==> src/rtl/ps2_kbd_ctrl_if.sv <==
// ps2_kbd_ctrl_if
//   Key-event stream between the PS/2 sequencing controller and the
//   keyboard-matrix logic.
//   EV_CODE  : scan code of the head event
//   EV_EXT   : head event was E0- or E1-prefixed
//   EV_BREAK : head event is a key release
//   EV_VALID : an event is available (FIFO non-empty)
//   EV_READY : consumer accepts the head event this cycle
//   master   : event producer (the controller)
//   slave    : event consumer
interface ps2_kbd_ctrl_if;
  logic [7:0] EV_CODE;
  logic       EV_EXT;
  logic       EV_BREAK;
  logic       EV_VALID;
  logic       EV_READY;

  modport master (output EV_CODE, output EV_EXT, output EV_BREAK,
                  output EV_VALID, input EV_READY);
  modport slave  (input EV_CODE, input EV_EXT, input EV_BREAK,
                  input EV_VALID, output EV_READY);
endinterface

==> src/rtl/ps2_kbd_ctrl.sv <==
// ps2_kbd_ctrl
//   Decodes Set-2 scan code sequences (E0 / F0 / E1 prefixes) coming from
//   the PS/2 byte receiver, tracks Shift/Ctrl state and queues complete key
//   events in a first-word-fall-through FIFO.
//   CLK, nRESET       : clock, asynchronous active-low reset
//   RX_DATA/RX_VALID  : received byte and its one-cycle strobe
//   RX_ERROR          : one-cycle receive error strobe
//   ev                : key-event stream (master side)
//   OVERFLOW          : one-cycle pulse when an event is dropped (FIFO full)
//   SHIFT_HELD        : either Shift key held
//   CTRL_HELD         : either Ctrl key held
//   ERR_COUNT         : saturating count of stream errors
module ps2_kbd_ctrl #(
  parameter int FIFO_DEPTH = 4,
  parameter int TIMEOUT    = 2000000
) (
  input  logic                  CLK,
  input  logic                  nRESET,
  input  logic [7:0]            RX_DATA,
  input  logic                  RX_VALID,
  input  logic                  RX_ERROR,
  ps2_kbd_ctrl_if.master        ev,
  output logic                  OVERFLOW,
  output logic                  SHIFT_HELD,
  output logic                  CTRL_HELD,
  output logic [7:0]            ERR_COUNT
);

  localparam int          AW  = $clog2(FIFO_DEPTH);
  localparam logic [23:0] TMO = 24'(TIMEOUT);

  typedef enum logic [2:0] {ST_IDLE, ST_E0, ST_F0, ST_E0F0, ST_SKIP} state_t;

  state_t      state_q, state_d;
  logic [2:0]  skip_q, skip_d;
  logic [23:0] tmr_q, tmr_d;
  logic [7:0]  err_q, err_d;
  logic        lsh_q, lsh_d, rsh_q, rsh_d, lctl_q, lctl_d, rctl_q, rctl_d;
  logic        ovf_q, ovf_d;
  logic [AW:0] wptr_q, wptr_d, rptr_q, rptr_d;

  logic [9:0]  mem [FIFO_DEPTH];
  logic [9:0]  head;
  logic        push, push_ext, push_brk, err_inc;
  logic [7:0]  push_code;
  logic        empty, full, pop, wr_en;

  function automatic logic [7:0] sat_inc(input logic [7:0] v);
    return (v == 8'hFF) ? v : v + 8'd1;
  endfunction

  assign empty = (wptr_q == rptr_q);
  assign full  = (wptr_q[AW] != rptr_q[AW]) &&
                 (wptr_q[AW-1:0] == rptr_q[AW-1:0]);
  assign pop   = !empty && ev.EV_READY;

  always_comb begin
    state_d   = state_q;
    skip_d    = skip_q;
    tmr_d     = tmr_q;
    err_d     = err_q;
    lsh_d     = lsh_q;
    rsh_d     = rsh_q;
    lctl_d    = lctl_q;
    rctl_d    = rctl_q;
    push      = 1'b0;
    push_code = RX_DATA;
    push_ext  = 1'b0;
    push_brk  = 1'b0;
    err_inc   = 1'b0;

    if (state_q != ST_IDLE) tmr_d = tmr_q + 24'd1;

    // An error strobe outranks a coincident byte.
    if (RX_ERROR) begin
      state_d = ST_IDLE;
      err_inc = 1'b1;
    end else if (RX_VALID) begin
      case (state_q)
        ST_IDLE: begin
          case (RX_DATA)
            8'hE0: state_d = ST_E0;
            8'hF0: state_d = ST_F0;
            8'hE1: begin
              state_d = ST_SKIP;
              skip_d  = 3'd7;
            end
            8'h00, 8'hFF: err_inc = 1'b1;
            8'hAA: begin
              lsh_d  = 1'b0;
              rsh_d  = 1'b0;
              lctl_d = 1'b0;
              rctl_d = 1'b0;
            end
            8'hFA, 8'hEE, 8'hFE, 8'hFC: ;
            default: push = 1'b1;
          endcase
        end
        ST_E0: begin
          if (RX_DATA == 8'hF0) begin
            state_d = ST_E0F0;
          end else begin
            push     = 1'b1;
            push_ext = 1'b1;
            state_d  = ST_IDLE;
          end
        end
        ST_F0: begin
          push     = 1'b1;
          push_brk = 1'b1;
          state_d  = ST_IDLE;
        end
        ST_E0F0: begin
          push     = 1'b1;
          push_ext = 1'b1;
          push_brk = 1'b1;
          state_d  = ST_IDLE;
        end
        ST_SKIP: begin
          skip_d = skip_q - 3'd1;
          // Pause: the seven bytes after E1 collapse into one event.
          if (skip_q == 3'd1) begin
            push      = 1'b1;
            push_code = 8'hE1;
            push_ext  = 1'b1;
            state_d   = ST_IDLE;
          end
        end
        default: state_d = ST_IDLE;
      endcase
    end else if (state_q != ST_IDLE && tmr_q >= TMO) begin
      state_d = ST_IDLE;
      err_inc = 1'b1;
    end

    if (RX_VALID || state_d == ST_IDLE) tmr_d = 24'd0;
    if (err_inc) err_d = sat_inc(err_q);

    // Modifiers follow every decoded event, even one the FIFO drops.
    if (push) begin
      if (!push_ext && push_code == 8'h12) lsh_d  = !push_brk;
      if (!push_ext && push_code == 8'h59) rsh_d  = !push_brk;
      if (!push_ext && push_code == 8'h14) lctl_d = !push_brk;
      if ( push_ext && push_code == 8'h14) rctl_d = !push_brk;
    end

    // A pop in the same cycle frees the slot for a push into a full FIFO.
    wr_en  = push && (!full || pop);
    ovf_d  = push && full && !pop;
    wptr_d = wptr_q + {{AW{1'b0}}, wr_en};
    rptr_d = rptr_q + {{AW{1'b0}}, pop};
  end

  always_ff @(posedge CLK or negedge nRESET) begin
    if (!nRESET) begin
      state_q <= ST_IDLE;
      skip_q  <= 3'd0;
      tmr_q   <= 24'd0;
      err_q   <= 8'd0;
      lsh_q   <= 1'b0;
      rsh_q   <= 1'b0;
      lctl_q  <= 1'b0;
      rctl_q  <= 1'b0;
      ovf_q   <= 1'b0;
      wptr_q  <= '0;
      rptr_q  <= '0;
    end else begin
      state_q <= state_d;
      skip_q  <= skip_d;
      tmr_q   <= tmr_d;
      err_q   <= err_d;
      lsh_q   <= lsh_d;
      rsh_q   <= rsh_d;
      lctl_q  <= lctl_d;
      rctl_q  <= rctl_d;
      ovf_q   <= ovf_d;
      wptr_q  <= wptr_d;
      rptr_q  <= rptr_d;
    end
  end

  always_ff @(posedge CLK) begin
    if (wr_en) mem[wptr_q[AW-1:0]] <= {push_code, push_ext, push_brk};
  end

  // Outputs are forced to zero when empty so nothing stale shows after reset.
  assign head        = mem[rptr_q[AW-1:0]];
  assign ev.EV_VALID = !empty;
  assign ev.EV_CODE  = empty ? 8'h00 : head[9:2];
  assign ev.EV_EXT   = !empty && head[1];
  assign ev.EV_BREAK = !empty && head[0];

  assign OVERFLOW   = ovf_q;
  assign SHIFT_HELD = lsh_q | rsh_q;
  assign CTRL_HELD  = lctl_q | rctl_q;
  assign ERR_COUNT  = err_q;

endmodule

==> src/flat_wrapper.sv <==
// flat-port wrapper written by rule: the top's interface ports become plain ports
module ps2_kbd_ctrl_flat 
#(
  parameter int FIFO_DEPTH = 4,
  parameter int TIMEOUT    = 2000000
)
  (CLK, nRESET, RX_DATA, RX_VALID, RX_ERROR, OVERFLOW, SHIFT_HELD, CTRL_HELD, ERR_COUNT, ev_EV_CODE, ev_EV_EXT, ev_EV_BREAK, ev_EV_VALID, ev_EV_READY);
  ps2_kbd_ctrl_if ev_i ();
  input  logic CLK;
  input  logic nRESET;
  input  logic [7:0] RX_DATA;
  input  logic RX_VALID;
  input  logic RX_ERROR;
  output logic OVERFLOW;
  output logic SHIFT_HELD;
  output logic CTRL_HELD;
  output logic [7:0] ERR_COUNT;
  output wire logic [$bits(ev_i.EV_CODE)-1:0] ev_EV_CODE;
  output wire logic [$bits(ev_i.EV_EXT)-1:0] ev_EV_EXT;
  output wire logic [$bits(ev_i.EV_BREAK)-1:0] ev_EV_BREAK;
  output wire logic [$bits(ev_i.EV_VALID)-1:0] ev_EV_VALID;
  input wire logic [$bits(ev_i.EV_READY)-1:0] ev_EV_READY;
  assign ev_EV_CODE = ev_i.EV_CODE;
  assign ev_EV_EXT = ev_i.EV_EXT;
  assign ev_EV_BREAK = ev_i.EV_BREAK;
  assign ev_EV_VALID = ev_i.EV_VALID;
  assign ev_i.EV_READY = ev_EV_READY;
  ps2_kbd_ctrl #(.FIFO_DEPTH(FIFO_DEPTH), .TIMEOUT(TIMEOUT)) u_core (.CLK(CLK), .nRESET(nRESET), .RX_DATA(RX_DATA), .RX_VALID(RX_VALID), .RX_ERROR(RX_ERROR), .ev(ev_i), .OVERFLOW(OVERFLOW), .SHIFT_HELD(SHIFT_HELD), .CTRL_HELD(CTRL_HELD), .ERR_COUNT(ERR_COUNT));
endmodule
==> config.mk <==
export PLATFORM = sky130hd
export DESIGN_NAME = ps2_kbd_ctrl_flat
export DESIGN_NICKNAME = d
export VERILOG_FILES = /design/src/rtl/ps2_kbd_ctrl_if.sv /design/src/rtl/ps2_kbd_ctrl.sv /design/src/flat_wrapper.sv
export SDC_FILE = /design/constraint.sdc
export NUM_CORES = 1
export LEC_CHECK = 0
export CAP_MARGIN = 0
export CORE_MARGIN = 4
export CORE_UTILIZATION = 40
export DETAILED_ROUTE_END_ITERATION = 8
export GPL_ROUTABILITY_DRIVEN = 0
export RECOVER_POWER = 100
export SYNTH_ARGS = -nofsm -noshare
export SYNTH_HDL_FRONTEND = slang
export SYNTH_SLANG_ARGS = --single-unit
==> constraint.sdc <==
create_clock -name CLK -period 5 [get_ports CLK]
set_clock_uncertainty 0.15 [all_clocks]
set_input_delay 1.25 -clock CLK [delete_from_list [all_inputs] [get_ports CLK]]
set_output_delay 1.25 -clock CLK [all_outputs]
set_load 0.005 [all_outputs]
==> run metrics, run 1 <==
status=finished with violations; failing checks=capacitance limit, slew limit; vias post-DR=2,710; DP Area=0.004717 mm²; Final nets=400; Clock Power Share=0.289; clk slew on worst S/H paths=0.09 ns; commonest non-fill, non-tap cell in the layout=dfrtp_1; IO Pins=35; Power Total=2.095 mW; DIE AREA=0.01234 mm²; hold path endpoint=u_core.ERR_COUNT[5]; hold_sp=u_core.ERR_COUNT[5]; largest net degree at the start of global routing=50; GR Overflow Total=0; YS warnings=0; initial antenna violation count=0; IO Port Bufs=34; root buffer cell=clkbuf_8; most frequent cells in the layout=dfrtp_1 (49), edfxtp_1 (40), nor2_1 (30); Hold Path Class=flop to flop; Compound-Gate Fraction of Synth Area=0.05093; Slew @ Worst Pin=2.630 ns; Synth Instances=341; crit-path cells=dlygate4sd3_1 -> nor4b_1 -> and2_0 -> a31oi_2 -> o311ai_1 -> nand2b_2 -> inv_1 -> and3_1; Final Hold Viols=0; H-Tree Depth=3; Max clock buf depth=2; CTS tree=yes; crit path buf inv count=2; RSZ-0062 raised after global routing=no; FF-to-FF setup slack=1.82 ns; Tmin final=4.231 ns; Initial Util=0.4117; Hold Path Depth=1; Setup crit end kind=flop; Pleak=1.905 nW; Worst path depth=8; max_slew headroom=-0.7531; CP delay by family, top=simple AND/OR/NAND/NOR gates; Post-CTS Resized=0; Pwr per Cell Area=425.2 mW/mm²; Synth async-reset ratio=0.5506; syn avg cell area=12.46 µm²; Max-cap violations=1; Die Ht=111.1 µm; post-route cell area=0.004926 mm²; Arr. time, crit path=4.08 ns; Die Span X=111.1 µm; DRC=0; Iter 0 DRT Violations=95; Post-synth top flop=dfrtp_1; maximum clock rate=236.3 MHz; final WL=7953 µm; Max Fanout on Critical Path=10; layout cells sized above 1=0.1123; n_diodes=0; Setup-failing EPs final=0; largest family of logic cells by synthesized area=simple AND/OR/NAND/NOR gates; WP data required=4.85 ns; antenna-violating nets left=0; Startpoint Class=input pin; P_sw=0.5744 mW; Comb pwr share=0.250; cells on worst reg2reg path=7; cts bufs inserted=9; peak supply drop=0.1863 mV; total core area=0.01032 mm²; sequential power share=0.461; Total GRT Usage=0.1356; register area share after synthesis=0.5711; #FFs+latches synth=89; Final Cycle Share=0.8463; R2R Path End=u_core.mem[3][2]; Post-synth EDFFs=40; crit-path max cell delay=0.72 ns; Pre-Repair DR Iteration Count=4; routed wire length per instance=15.32 µm; Distinct cells, synth=61; number of global-route vias before repair=2,800; clock sink count=89; P_int=1.520 mW; first-pass GRT wire length=13,570 µm; Post-CTS Setup Bufs=0; RR Startpoint=u_core.state_q[0]; Area Growth Syn to Fin=15.90%; Rows=37; CTS Hold Bufs=0; Crit-path slowest cell=nor4b_1; switching part of the total=0.2742; Synth Area in Simple Gates=0.1958; vias per cell=5.222; clk_lat worst skew=0.35 ns; pins over their slew limit=50; adder-cell share of the synthesized area=0.02885; mux contribution to synthesized area=0.06300; critical path class=input pin to flop; Post-DP HPWL=5614 µm; post-route setup TNS=0 ns; Post-Syn Area=0.004250 mm²; Core Util, Final=0.4772; # fillers=943; Synth Area in XOR/XNOR=0.06182
## Yosys cell counts, drive strengths merged (2+ instances only)
master / n / area share
a21o: 2 / 0.0035
a21oi: 5 / 0.0059
a31oi: 5 / 0.0088
a41oi: 2 / 0.0041
and2: 2 / 0.0029
and3: 10 / 0.015
and4: 3 / 0.0062
buf: 9 / 0.014
clkbuf: 5 / 0.0044
dfrtp: 49 / 0.29
edfxtp: 40 / 0.28
ha: 9 / 0.026
inv: 11 / 0.0097
mux2: 2 / 0.0053
mux2i: 2 / 0.0047
mux4: 10 / 0.053
nand2: 21 / 0.019
nand2b: 3 / 0.0050
nand3: 10 / 0.012
nand4: 11 / 0.016
nand4b: 3 / 0.0062
nor2: 31 / 0.028
nor2b: 15 / 0.022
nor3: 8 / 0.012
nor3b: 3 / 0.0065
nor4: 4 / 0.0088
nor4b: 2 / 0.0056
nor4bb: 2 / 0.0047
o211ai: 3 / 0.0053
o21ai: 2 / 0.0032
or2: 7 / 0.010
or3: 3 / 0.0044
or4: 4 / 0.0079
xnor2: 15 / 0.031
xor2: 15 / 0.031
## power by group through the flow
| stage | sequential [mW] | clock, mW | combinational (mW) |
|---|---|---|---|
| CTS | 0.972 | 0.625 | 0.583 |
| detailed placement | 0.987 | 0 | 0.581 |
| finish | 0.966 | 0.605 | 0.523 |
| global placement | 0.985 | 0 | 0.569 |
| floorplan | 0.933 | 0 | 0.335 |
| global route | 0.988 | 0.653 | 0.584 |
## through the flow
stage | setup WS, ns | instances | hold WS (ns)
final | 0.7687 | 519 | 0.3408
after global routing | 0.4485 | 519 | 0.3709
after CTS | 1.045 | 519 | 0.3448
after detailed placement | 0.6468 | 503 | 0.3336
after global placement | 0.7906 | 503 | 0.3227
after floorplan | 1.283 | 343 | 0.3043
## metal layers
metal	routed length, µm	GRT usage	vias to the layer above
met4	157	0.04704	0
met3	289	0.03548	11
li1	-	-	1313
met2	3690	0.2112	52
met5	0	0	-
met1	3815	0.1845	1334
## area by class of cell
class | instances | area, µm² | area share
Sequential cell | 89 | 2427 | 0.4928
Multi-Input combinational cell | 229 | 1677 | 0.3404
Clock inverter | 7 | 125.1 | 0.02540
Inverter | 11 | 41.29 | 0.008382
Clock buffer | 9 | 123.9 | 0.02515
Timing Repair Buffer | 38 | 361.6 | 0.07341
Tap cell | 136 | 170.2 | 0.03454
## cell families (layout without fill, tap and decap cells)
kind of cell | count (synthesis) | after routing
AOI/OAI and AO/OA | 28 | 28
xor gates and xnor gates | 30 | 30
adders and majority gates | 10 | 10
buffers and inverters | 25 | 65
DFF | 89 | 89
muxes | 14 | 14
other | 1 | 3
and+or+nand+nor | 144 | 144
## how the worst max path moves through the flow
stage	from	slack [ns]	end
after floorplan	RX_DATA[4]	1.28	u_core.mem[2][0]
after detailed placement	RX_VALID	0.65	u_core.mem[3][4]
after CTS	RX_VALID	1.04	u_core.mem[3][1]
final	RX_VALID	0.77	u_core.mem[3][2]
after global placement	RX_VALID	0.79	u_core.mem[3][9]
after global routing	RX_VALID	0.45	u_core.mem[3][1]
## state kept, by name (all words and copies together), names as in the netlist
register,flops
u_core.wptr_q,3
u_core.lctl_q,1
u_core.mem,40
u_core.OVERFLOW,1
u_core.rptr_q,3
u_core.tmr_q,24
u_core.rctl_q,1
u_core.rsh_q,1
u_core.lsh_q,1
u_core.skip_q,3
u_core.ERR_COUNT,8
u_core.state_q,3
No activity file was read; power rests on OpenSTA's default activity.
==> run 2, diff against run 1 <==
==> constraint.sdc (replaced) <==
create_clock -name CLK -period 4.35 [get_ports CLK]
set_clock_uncertainty 0.15 [all_clocks]
set_input_delay 1.0875 -clock CLK [delete_from_list [all_inputs] [get_ports CLK]]
set_output_delay 1.0875 -clock CLK [all_outputs]
set_load 0.005 [all_outputs]
==> run 2 against run 1 <==
Against the previous run: the flow still finishes with violations (capacitance limit, slew limit); sequential power up 12%; hold slack better by 0.0045 ns; flip-flop and latch count stayed put; via count up 0.48%; register-to-register slack worse by 0.33 ns; combinational power grew 21%; count of clock-buffer cells in the layout up 1; power increased by 11%; clock power increased by 2%; critical path type unchanged; critical endpoint unchanged.
==> run metrics, run 2 (synthesis gave the netlist of run 1 again) <==
IO Pins=35 (unchanged); cts bufs inserted=9 (unchanged); Final Cycle Share=0.8492; root buffer cell=clkbuf_8; clk slew on worst S/H paths=0.09 ns (about the same); post-route setup TNS=0 ns (unchanged); Die Span X=111.1 µm (unchanged); RSZ-0062 raised after global routing=no; Max-cap violations=1 (unchanged); status=finished with violations; number of global-route vias before repair=2,828 (+1.0%); Iter 0 DRT Violations=107 (+13%); vias per cell=5.226 (about the same); Pre-Repair DR Iteration Count=5 (+1); Power Total=2.335 mW (+11%); Max Fanout on Critical Path=10 (unchanged); hold path endpoint=u_core.rptr_q[2]; Pwr per Cell Area=476.3 mW/mm² (+12%); FF-to-FF setup slack=1.49 ns (-0.33 ns); Setup-failing EPs final=0 (unchanged); failing checks=capacitance limit, slew limit; Slew @ Worst Pin=2.589 ns (-0.04088 ns); initial antenna violation count=0 (unchanged); Max clock buf depth=2 (unchanged); n_diodes=0 (unchanged); # fillers=952 (+0.95%); Pleak=1.889 nW (-0.87%); CTS Hold Bufs=0 (unchanged); vias post-DR=2,723 (+0.48%); Post-DP HPWL=5700 µm (+1.5%); Largest register FFs=40 (unchanged); commonest non-fill, non-tap cell in the layout=dfrtp_1; clk_lat worst skew=0.35 ns (about the same); Initial Util=0.4117 (unchanged); pins over their slew limit=50 (unchanged); most frequent cells in the layout=dfrtp_1 (49), edfxtp_1 (40), nor2_1 (30); DIE AREA=0.01234 mm² (unchanged); Rows=37 (unchanged); Hold Path Depth=1 (unchanged); total core area=0.01032 mm² (unchanged); WP data required=4.21 ns (-0.64 ns); DP Cell Count=505 (+0.40%); Hold Path Class=flop to flop; Arr. time, crit path=3.55 ns (-0.53 ns); Post-CTS Resized=0 (unchanged); peak supply drop=0.2786 mV (+50%); R2R Path End=u_core.mem[3][2]; cells on worst reg2reg path=7 (unchanged); hold_sp=u_core.rptr_q[2]; GR Overflow Total=0 (unchanged); Final nets=402 (+0.50%); critical path class=input pin to flop; antenna-violating nets left=0 (unchanged); Post-CTS Setup Bufs=0 (unchanged); max_slew headroom=-0.7258 (+0.02725); Cell Count, Final, Fillers Out=521 (+0.39%); largest net degree at the start of global routing=50 (unchanged); Setup crit end kind=flop; final WL=8049 µm (+1.2%); Core Util, Final=0.4750 (-0.002181); Tmin final=3.694 ns; IO Port Bufs=34 (unchanged); DRC=0 (unchanged); H-Tree Depth=3 (unchanged); hold_ws=0.3454 ns (+0.004511 ns); Final Hold Viols=0 (unchanged); clock sink count=89 (unchanged); RR Startpoint=u_core.state_q[2]; Die Ht=111.1 µm (unchanged); Total GRT Usage=0.1394 (+0.003777); first-pass GRT wire length=14,060 µm (+3.6%); maximum clock rate=270.7 MHz; crit path from=RX_VALID; Area Growth Syn to Fin=15.37%; CTS tree=yes; Startpoint Class=input pin; routed wire length per instance=15.45 µm (+0.82%); layout cells sized above 1=0.1091 (-0.003181)
==> run 2: layout make-up <==
class | count | area, µm² | area share
Sequential cell | 89 | 2427 | 0.4950
Clock buffer | 10 | 127.6 | 0.02603
Multi-Input combinational cell | 229 | 1672 | 0.3409
Timing Repair Buffer | 40 | 372.9 | 0.07604
Clock inverter | 6 | 92.59 | 0.01888
Inverter | 11 | 41.29 | 0.008421
Tap cell | 136 | 170.2 | 0.03470
==> run 2: worst max path at each step <==
stage,endpoint,depth (start not counted)
2_1_floorplan,u_core.mem[2][0],7
3_3_place_gp,u_core.mem[3][9],8
3_5_place_dp,u_core.mem[3][9],8
4_1_cts,ev_EV_EXT,4
5_1_grt,u_core.mem[3][2],8
6_report,u_core.mem[3][2],8
==> run 2: critical path: stages <==
cell and delay, ns:
dlygate4sd3_1 0.65, nor4b_1 0.38, and2_0 0.52, a31oi_2 0.10, o311ai_1 0.13, nand2b_2 0.13, inv_1 0.08, and3_1 0.45
==> run 2: per-stage QoR <==
step                      cell area (µm²)  worst slack (ns)
after floorplan                      4258            0.7953
after global placement               4732            0.5339
after detailed placement             4732            0.4540
after CTS                            4952            0.7504
after global routing                 4903            0.3170
final                                4903            0.6561
==> run 2: where the power goes <==
group          switching [mW]  leakage, nW  internal [mW]
registers              0.0977         1.02          0.986
clock network           0.291        0.103          0.326
logic                   0.256        0.762          0.379
total                   0.645         1.89           1.69
==> run 2: metal layers <==
layer	up-vias	track usage	routed length, µm
met5	-	0	0
met4	0	0.03406	90
met3	8	0.03384	290
met2	61	0.2367	3970
met1	1340	0.1807	3697
li1	1314	-	-
